## src/rtl/tr_seq_pkg.sv

```systemverilog
// Shared types and default dwell constants for the TX/RX power and T/R switch sequencer.
package tr_seq_pkg;

    typedef enum logic [2:0] {
        RX_IDLE    = 3'd0,
        TX_SW      = 3'd1,
        TX_BIAS    = 3'd2,
        TX_ON      = 3'd3,
        TX_DRAIN   = 3'd4,
        RX_PWR_OFF = 3'd5,
        RX_SETTLE  = 3'd6,
        FAULT      = 3'd7
    } tr_state_t;

    // Field order matches the cfg_data word, t_relay in the top byte.
    typedef struct packed {
        logic [7:0] t_relay;
        logic [7:0] t_bias;
        logic [7:0] t_drain;
        logic [7:0] t_release;
    } tr_cfg_t;

    localparam int         TICK_DIV_DEF  = 25;
    localparam logic [7:0] T_RELAY_DEF   = 8'd10;
    localparam logic [7:0] T_BIAS_DEF    = 8'd5;
    localparam logic [7:0] T_DRAIN_DEF   = 8'd2;
    localparam logic [7:0] T_RELEASE_DEF = 8'd3;

endpackage

```

## src/rtl/tr_seq_timer.sv

```systemverilog
// Dwell timer: a TICK_DIV prescaler feeding an 8-bit tick counter; done while the count is zero.
module tr_seq_timer #(
    parameter int TICK_DIV = 25
) (
    input  logic       clk,
    input  logic       rst,
    input  logic       i_load,
    input  logic [7:0] i_n,
    output logic       o_done
);

    localparam int PW = (TICK_DIV > 1) ? $clog2(TICK_DIV) : 1;
    localparam logic [PW-1:0] PRE_RELOAD = PW'(TICK_DIV - 1);

    logic [PW-1:0] r_pre;
    logic [7:0]    r_cnt;

    always_ff @(posedge clk) begin
        if (rst) begin
            r_pre <= '0;
            r_cnt <= '0;
        end else if (i_load) begin
            r_pre <= PRE_RELOAD;
            r_cnt <= i_n;
        end else if (r_pre == '0) begin
            r_pre <= PRE_RELOAD;
            if (r_cnt != 8'd0)
                r_cnt <= r_cnt - 8'd1;
        end else begin
            r_pre <= r_pre - 1'b1;
        end
    end

    assign o_done = (r_cnt == 8'd0);

endmodule

```

## src/rtl/tr_sequencer.sv

```systemverilog
// Orders T/R relay, op-amp supply, PA bias and PA supply around a TX request, with
// programmable dwell per step, a tx_ready gate and abort to FAULT on inhibit.
module tr_sequencer
    import tr_seq_pkg::*;
#(
    parameter int         TICK_DIV  = TICK_DIV_DEF,
    parameter logic [7:0] T_RELAY   = T_RELAY_DEF,
    parameter logic [7:0] T_BIAS    = T_BIAS_DEF,
    parameter logic [7:0] T_DRAIN   = T_DRAIN_DEF,
    parameter logic [7:0] T_RELEASE = T_RELEASE_DEF
) (
    input  logic        clk,
    input  logic        rst,
    input  logic        tx_req,
    input  logic        inhibit,
    input  logic        vna,
    input  logic        pa_enable,
    input  logic        tr_disable,
    input  logic        cfg_wr,
    input  logic [31:0] cfg_data,
    output logic        pa_exttr,
    output logic        pa_inttr,
    output logic        pwr_envop,
    output logic        pwr_envbias,
    output logic        pwr_envpa,
    output logic        rffe_rfsw_sel,
    output logic        tx_ready,
    output logic        busy,
    output logic        inhibited
);

    localparam tr_cfg_t CFG_RST = '{T_RELAY, T_BIAS, T_DRAIN, T_RELEASE};

    tr_state_t r_state, w_next;
    tr_cfg_t   r_cfg;
    logic      r_mode_pa, r_mode_int;
    logic      w_capture, w_mp, w_mi, w_load, w_done;
    logic [7:0] w_dwell;
    logic [5:0] w_out;   // {exttr, inttr, envop, envbias, envpa, tx_ready}

    tr_seq_timer #(.TICK_DIV(TICK_DIV)) u_timer (
        .clk    (clk),
        .rst    (rst),
        .i_load (w_load),
        .i_n    (w_dwell),
        .o_done (w_done)
    );

    always_ff @(posedge clk) begin
        if (rst) r_state <= RX_IDLE;
        else     r_state <= w_next;
    end

    // Inhibit outranks everything outside idle; tx_req drop outranks dwell expiry.
    always_comb begin
        w_next = r_state;
        if (inhibit && r_state != RX_IDLE) begin
            w_next = FAULT;
        end else begin
            case (r_state)
                RX_IDLE:    if (tx_req && !inhibit) w_next = TX_SW;
                TX_SW:      if (!tx_req) w_next = RX_SETTLE;  else if (w_done) w_next = TX_BIAS;
                TX_BIAS:    if (!tx_req) w_next = RX_PWR_OFF; else if (w_done) w_next = TX_ON;
                TX_ON:      if (!tx_req) w_next = TX_DRAIN;
                TX_DRAIN:   if (tx_req)  w_next = TX_ON;      else if (w_done) w_next = RX_PWR_OFF;
                RX_PWR_OFF: if (w_done)  w_next = RX_SETTLE;
                RX_SETTLE:  if (w_done)  w_next = RX_IDLE;
                FAULT:      if (!inhibit) w_next = RX_SETTLE;
                default:    w_next = RX_IDLE;
            endcase
        end
    end

    always_comb begin
        w_dwell = 8'd0;
        case (w_next)
            TX_SW, RX_SETTLE: w_dwell = r_cfg.t_relay;
            TX_BIAS:          w_dwell = r_cfg.t_bias;
            TX_DRAIN:         w_dwell = r_cfg.t_drain;
            RX_PWR_OFF:       w_dwell = r_cfg.t_release;
            default:          w_dwell = 8'd0;
        endcase
    end

    assign w_load    = (w_next != r_state);
    assign w_capture = (r_state == RX_IDLE) && (w_next == TX_SW);
    assign w_mp      = w_capture ? (~vna & pa_enable) : r_mode_pa;
    assign w_mi      = w_capture ? ((~vna & pa_enable) | ~tr_disable) : r_mode_int;

    always_ff @(posedge clk) begin
        if (rst) begin
            r_cfg      <= CFG_RST;
            r_mode_pa  <= 1'b0;
            r_mode_int <= 1'b0;
        end else begin
            if (cfg_wr)
                r_cfg <= tr_cfg_t'(cfg_data);
            if (w_capture) begin
                r_mode_pa  <= w_mp;
                r_mode_int <= w_mi;
            end
        end
    end

    // Decode from next-state so the pins move on the same edge as the state.
    always_comb begin
        w_out = 6'b000000;
        case (w_next)
            TX_SW:      w_out = {1'b1, w_mi, 1'b0, 1'b0, 1'b0, 1'b0};
            TX_BIAS:    w_out = {1'b1, w_mi, 1'b1, w_mp, 1'b0, 1'b0};
            TX_ON:      w_out = {1'b1, w_mi, 1'b1, w_mp, w_mp, 1'b1};
            TX_DRAIN:   w_out = {1'b1, w_mi, 1'b1, w_mp, w_mp, 1'b0};
            RX_PWR_OFF: w_out = {1'b1, w_mi, 1'b0, 1'b0, 1'b0, 1'b0};
            default:    w_out = 6'b000000;
        endcase
    end

    always_ff @(posedge clk) begin
        if (rst) begin
            {pa_exttr, pa_inttr, pwr_envop, pwr_envbias, pwr_envpa, tx_ready} <= 6'b000000;
            rffe_rfsw_sel <= 1'b0;
            busy          <= 1'b0;
            inhibited     <= 1'b0;
        end else begin
            {pa_exttr, pa_inttr, pwr_envop, pwr_envbias, pwr_envpa, tx_ready} <= w_out;
            if (r_state == RX_IDLE)
                rffe_rfsw_sel <= ~vna & pa_enable;
            busy      <= (w_next != RX_IDLE);
            inhibited <= (w_next == FAULT);
        end
    end

endmodule

```

## config.mk

```make
export PLATFORM = sky130hd
export DESIGN_NAME = tr_sequencer
export DESIGN_NICKNAME = d
export VERILOG_FILES = /design/src/rtl/tr_seq_pkg.sv /design/src/rtl/tr_seq_timer.sv /design/src/rtl/tr_sequencer.sv
export SDC_FILE = /design/constraint.sdc
export NUM_CORES = 1
export LEC_CHECK = 0
export ABC_AREA = 1
export BUFFER_PORTS_ARGS = -buffer_cell sky130_fd_sc_hd__clkbuf_2
export CAP_MARGIN = 20
export CORE_ASPECT_RATIO = 1.2
export CORE_UTILIZATION = 35
export CTS_CLUSTER_DIAMETER = 100
export CTS_CLUSTER_SIZE = 8
export DETAILED_ROUTE_END_ITERATION = 8
export HOLD_SLACK_MARGIN = 0.05
export SLEW_MARGIN = 0
export SYNTH_ARGS = -nofsm -noshare
export SYNTH_HDL_FRONTEND = slang
export SYNTH_SLANG_ARGS = --single-unit
export TNS_END_PERCENT = 30
```

## constraint.sdc

```tcl
create_clock -name clk -period 2.05 [get_ports clk]
set_input_delay 0.41 -clock clk [delete_from_list [all_inputs] [get_ports clk]]
set_output_delay 0.41 -clock clk [all_outputs]
set_load 0.01 [all_outputs]
```

==> reports/metrics.yaml <==
outcome:
  outcome: "finished clean"
floorplan:
  die_w_um: 86.5
  fp-row-count: 36
  die_h_um: 103
  top_level_ports: 49
  start_util_pct: 36.6
  die_area_sq_mm: 0.00895
  fp.coreArea_sq_mm: 0.00820
setup_path:
  slowest_stage: "dfxtp_2"
  end_kind: "register"
  crit_required_ps: 2290
  startpoint: "u_timer.r_cnt[1]$_SDFFE_PP0P_"
  crit_path_max_incr_delay_ps: 320
  cp_max_fo: 8
  worst_ep_arrival_time_ps: 2200
  reg2reg_depth: 14
  cp-start-kind: "register"
  crit-reg2reg-launch: "u_timer.r_cnt[1]$_SDFFE_PP0P_"
  crit_type: "register to register"
  r2r_end: "u_timer.r_cnt[4]$_SDFFE_PP0P_"
  crit_top_cell: "nand2_1"
  cp_num_cells: 14
  cp_num_buf_inv: 2
  r2r_setup_slack_ps: 80
  path_delay_family: "simple AND/OR/NAND/NOR gates"
  path_cells: "inv_2, ha_4, nand2_4, o21bai_4, nand2_1, nor2_2, nand4_4, buf_4, nand3_1, nand2_4, nand2_1, nand3_2, nand2_1, a21oi_2"
route:
  first_pass_iters: 4
  drc: 0
  final_antenna_net_count: 0
  via_per_inst: 4.57
  drtIter0Drc: 106
  wl_per_cell_um: 11.7
  vias: 2770
  totalWireLength_mm: 7.10
final_layout:
  syn_to_final_growth_pct: 33.5
  fin_nets: 530
  nFillCells: 811
  n_antenna_cell: 0
  multi_input_area_sq_mm: 0.00170
  instances_no_fill: 606
  seq_area_sq_mm: 0.00119
  drive_gt1_share_pct: 38.0
logic_synthesis:
  synth_area_sq_mm: 0.00300
  syn-num-nets: 452
  synth-edff-count: 0
  ys_ff_latch: 59
  postSynthCellCount: 409
  syn_avg_cell_area_sq_um: 7.33
  async_flop_share_pct: 0
  ys.flop_type: "dfxtp_1"
  seq_area_frac_synth_pct: 39.4
  synth_cell_types: 40
  ys_warn_count: 0
timing:
  maxSlewViolCount: 0
  fin_crit_sh_pct: 95.9
  setup_ws_ps: 84.1
  rsz0062_at_grt: "yes"
  hold_viol_final: 0
  worstMarginPinSlew_ps: 419
  finalSetupViolations: 0
  period_minus_slack_ps: 1970
  tns_ps: 0
  slew_headroom_pct: 72.1
  max_freq_mhz: 509
  fin_skew_ps: 6.65
cts:
  cts_buffers: 9
  htreeDepth: 3
  clkLatencyLatePin_ps: 350
  ctsHoldBuffers: 0
  clk_path_buf_depth: 2
  clockRootBuffer: "clkbuf_8"
  cts_tree: "done"
  clk_pin_slew_worst_paths_ps: 60
  clock-sinks: 59
place:
  portBuffers: 48
  place.gp.congestion: 0.852
  hpwl_mm: 4.96
  post-place-ws_ps: -91.1
  dpl.cell_count: 579
job:
  max_cap_viol_count: 0
pwr:
  p_per_area_mw_per_mm2: 1410
  vdd_ir_drop_max_v: 0.000560
  leakage_nw: 1.84
grt:
  grt_pass1_wl_mm: 11.3
  antenna_found_initial: 0
  grt_overflow: 0
  grt_pass1_vias: 2544
  grt_usage_pct: 16.3
  grt_max_degree: 41
worst_hold_path:
  min_from: "cfg_data[27]"
  hold_path_class: "input port to register"
  min_to: "r_cfg[27]$_SDFFE_PP1P_"
  hold_depth: 3
cell usage after synthesis, types with 2 or more instances:
cell type	count	area [sq um]
nor2_2	6	37.5
inv_1	46	173
o21ai_0	32	160
a21oi_2	10	87.6
o21ai_2	8	70.1
o21bai_4	2	37.5
nor2_1	75	282
dfxtp_1	59	1180
nand3_1	31	155
inv_2	3	11.3
nand2_2	4	25.0
ha_1	3	37.5
a21oi_1	19	95.1
nand2_4	2	22.5
nand3_2	3	30.0
xor2_1	8	70.1
nand2_1	58	218
o21ai_1	2	10.0
clkbuf_1	11	41.3
nor3_1	5	25.0
nand4_1	3	18.8
sequential cells by signal, indices dropped and copies added, names as in the netlist, 3 cells and up:
signal and flops:
r_cfg 32, r_state 3, u_timer.r_cnt 8, u_timer.r_pre 5
routing by layer:
layer / part of all wire [%] / global-route usage, %
met3: 3.5 / 3.57
met2: 51 / 28.3
met4: 1.2 / 7.05
met5: 0 / 0
met1: 44 / 19.5
worst max-delay path by stage:
stage	to	slack, ps
global placement	u_timer.r_cnt[4]$_SDFFE_PP0P_	-40
CTS	u_timer.r_pre[4]$_SDFF_PP0_	5
finish	u_timer.r_cnt[4]$_SDFFE_PP0P_	80
detailed placement	u_timer.r_cnt[4]$_SDFFE_PP0P_	-90
floorplan	u_timer.r_cnt[7]$_SDFFE_PP0P_	20
global route	u_timer.r_cnt[4]$_SDFFE_PP0P_	-80
worst min-delay path, cell delays in order:
cell and delay, ps:
clkbuf_2 70, nand2_1 40, nand3_1 60
layout by cell type, fill, tap and decap left out, types with 2 or more instances in the layout:
cell type   n
nand2_1    53
nand3_2     7
nor2_2     16
nand2_4     5
bufinv_16   3
nand3_4     3
o21bai_4    3
ha_1        2
nand3_1    25
o21ai_1     2
nand4_1     3
a21oi_1    19
xor2_1      8
nand2_2     6
nor3_1      5
dfxtp_1    52
inv_2       7
a21oi_4     2
inv_1      42
o21ai_0    30
nor2_1     60
a21oi_2     9
clkbuf_8   10
nor2_4      6
clkbuf_2   48
dfxtp_2     6
inv_6       2
buf_4      33
o21ai_2    10
cells by family (layout without fill, tap and decap cells):
group,after synthesis,after routing,share of synthesized area (%)
fa+ha+maj,3,3,1.25
compound gates,78,78,17.0
flops,59,59,39.4
simple gates,192,192,29.5
xor+xnor,10,10,3.17
buf+inv,67,150,9.68
power breakdown:
| group | internal [mW] | leakage, nW | switching (mW) | total [mW] |
|---|---|---|---|---|
| Clock | 0.842 | 0.123 | 0.480 | 1.32 |
| Sequential | 1.37 | 0.492 | 0.128 | 1.49 |
| Combinational | 1.16 | 1.22 | 1.68 | 2.84 |
layout make-up:
class | instances | share of cell area [%]
Multi-Input combinational cell | 283 | 42.4
Sequential cell | 59 | 29.8
Timing Repair Buffer | 82 | 12.7
Inverter | 51 | 5.15
Tap cell | 114 | 3.56
Clock buffer | 10 | 3.44
Clock inverter | 6 | 2.78
Timing Repair inverter | 1 | 0.219
what timing repair did:
| action | CTS | global route |
|---|---|---|
| gates resized for setup | 10 | 47 |
| cloned | 0 | 1 |
| buffers inserted | 2 | 8 |
| pin swaps | 0 | 21 |
| setup endpoints to repair | 15 | 18 |
stage by stage:
| stage | area (sq um) | hold slack [ps] | power [mW] | util [%] |
|---|---|---|---|---|
| final | 4010 | 275 | 5.65 | 48.9 |
| after global routing | 4010 | 289 | 6.06 | 48.9 |
| after CTS | 3760 | 262 | 5.25 | 45.9 |
| after detailed placement | 3470 | 436 | 3.82 | 42.4 |
| after global placement | 3470 | 437 | 3.79 | 42.4 |
| after floorplan | 3000 | 423 | 3.27 | - |
No activity file was read; power rests on OpenSTA's default activity.
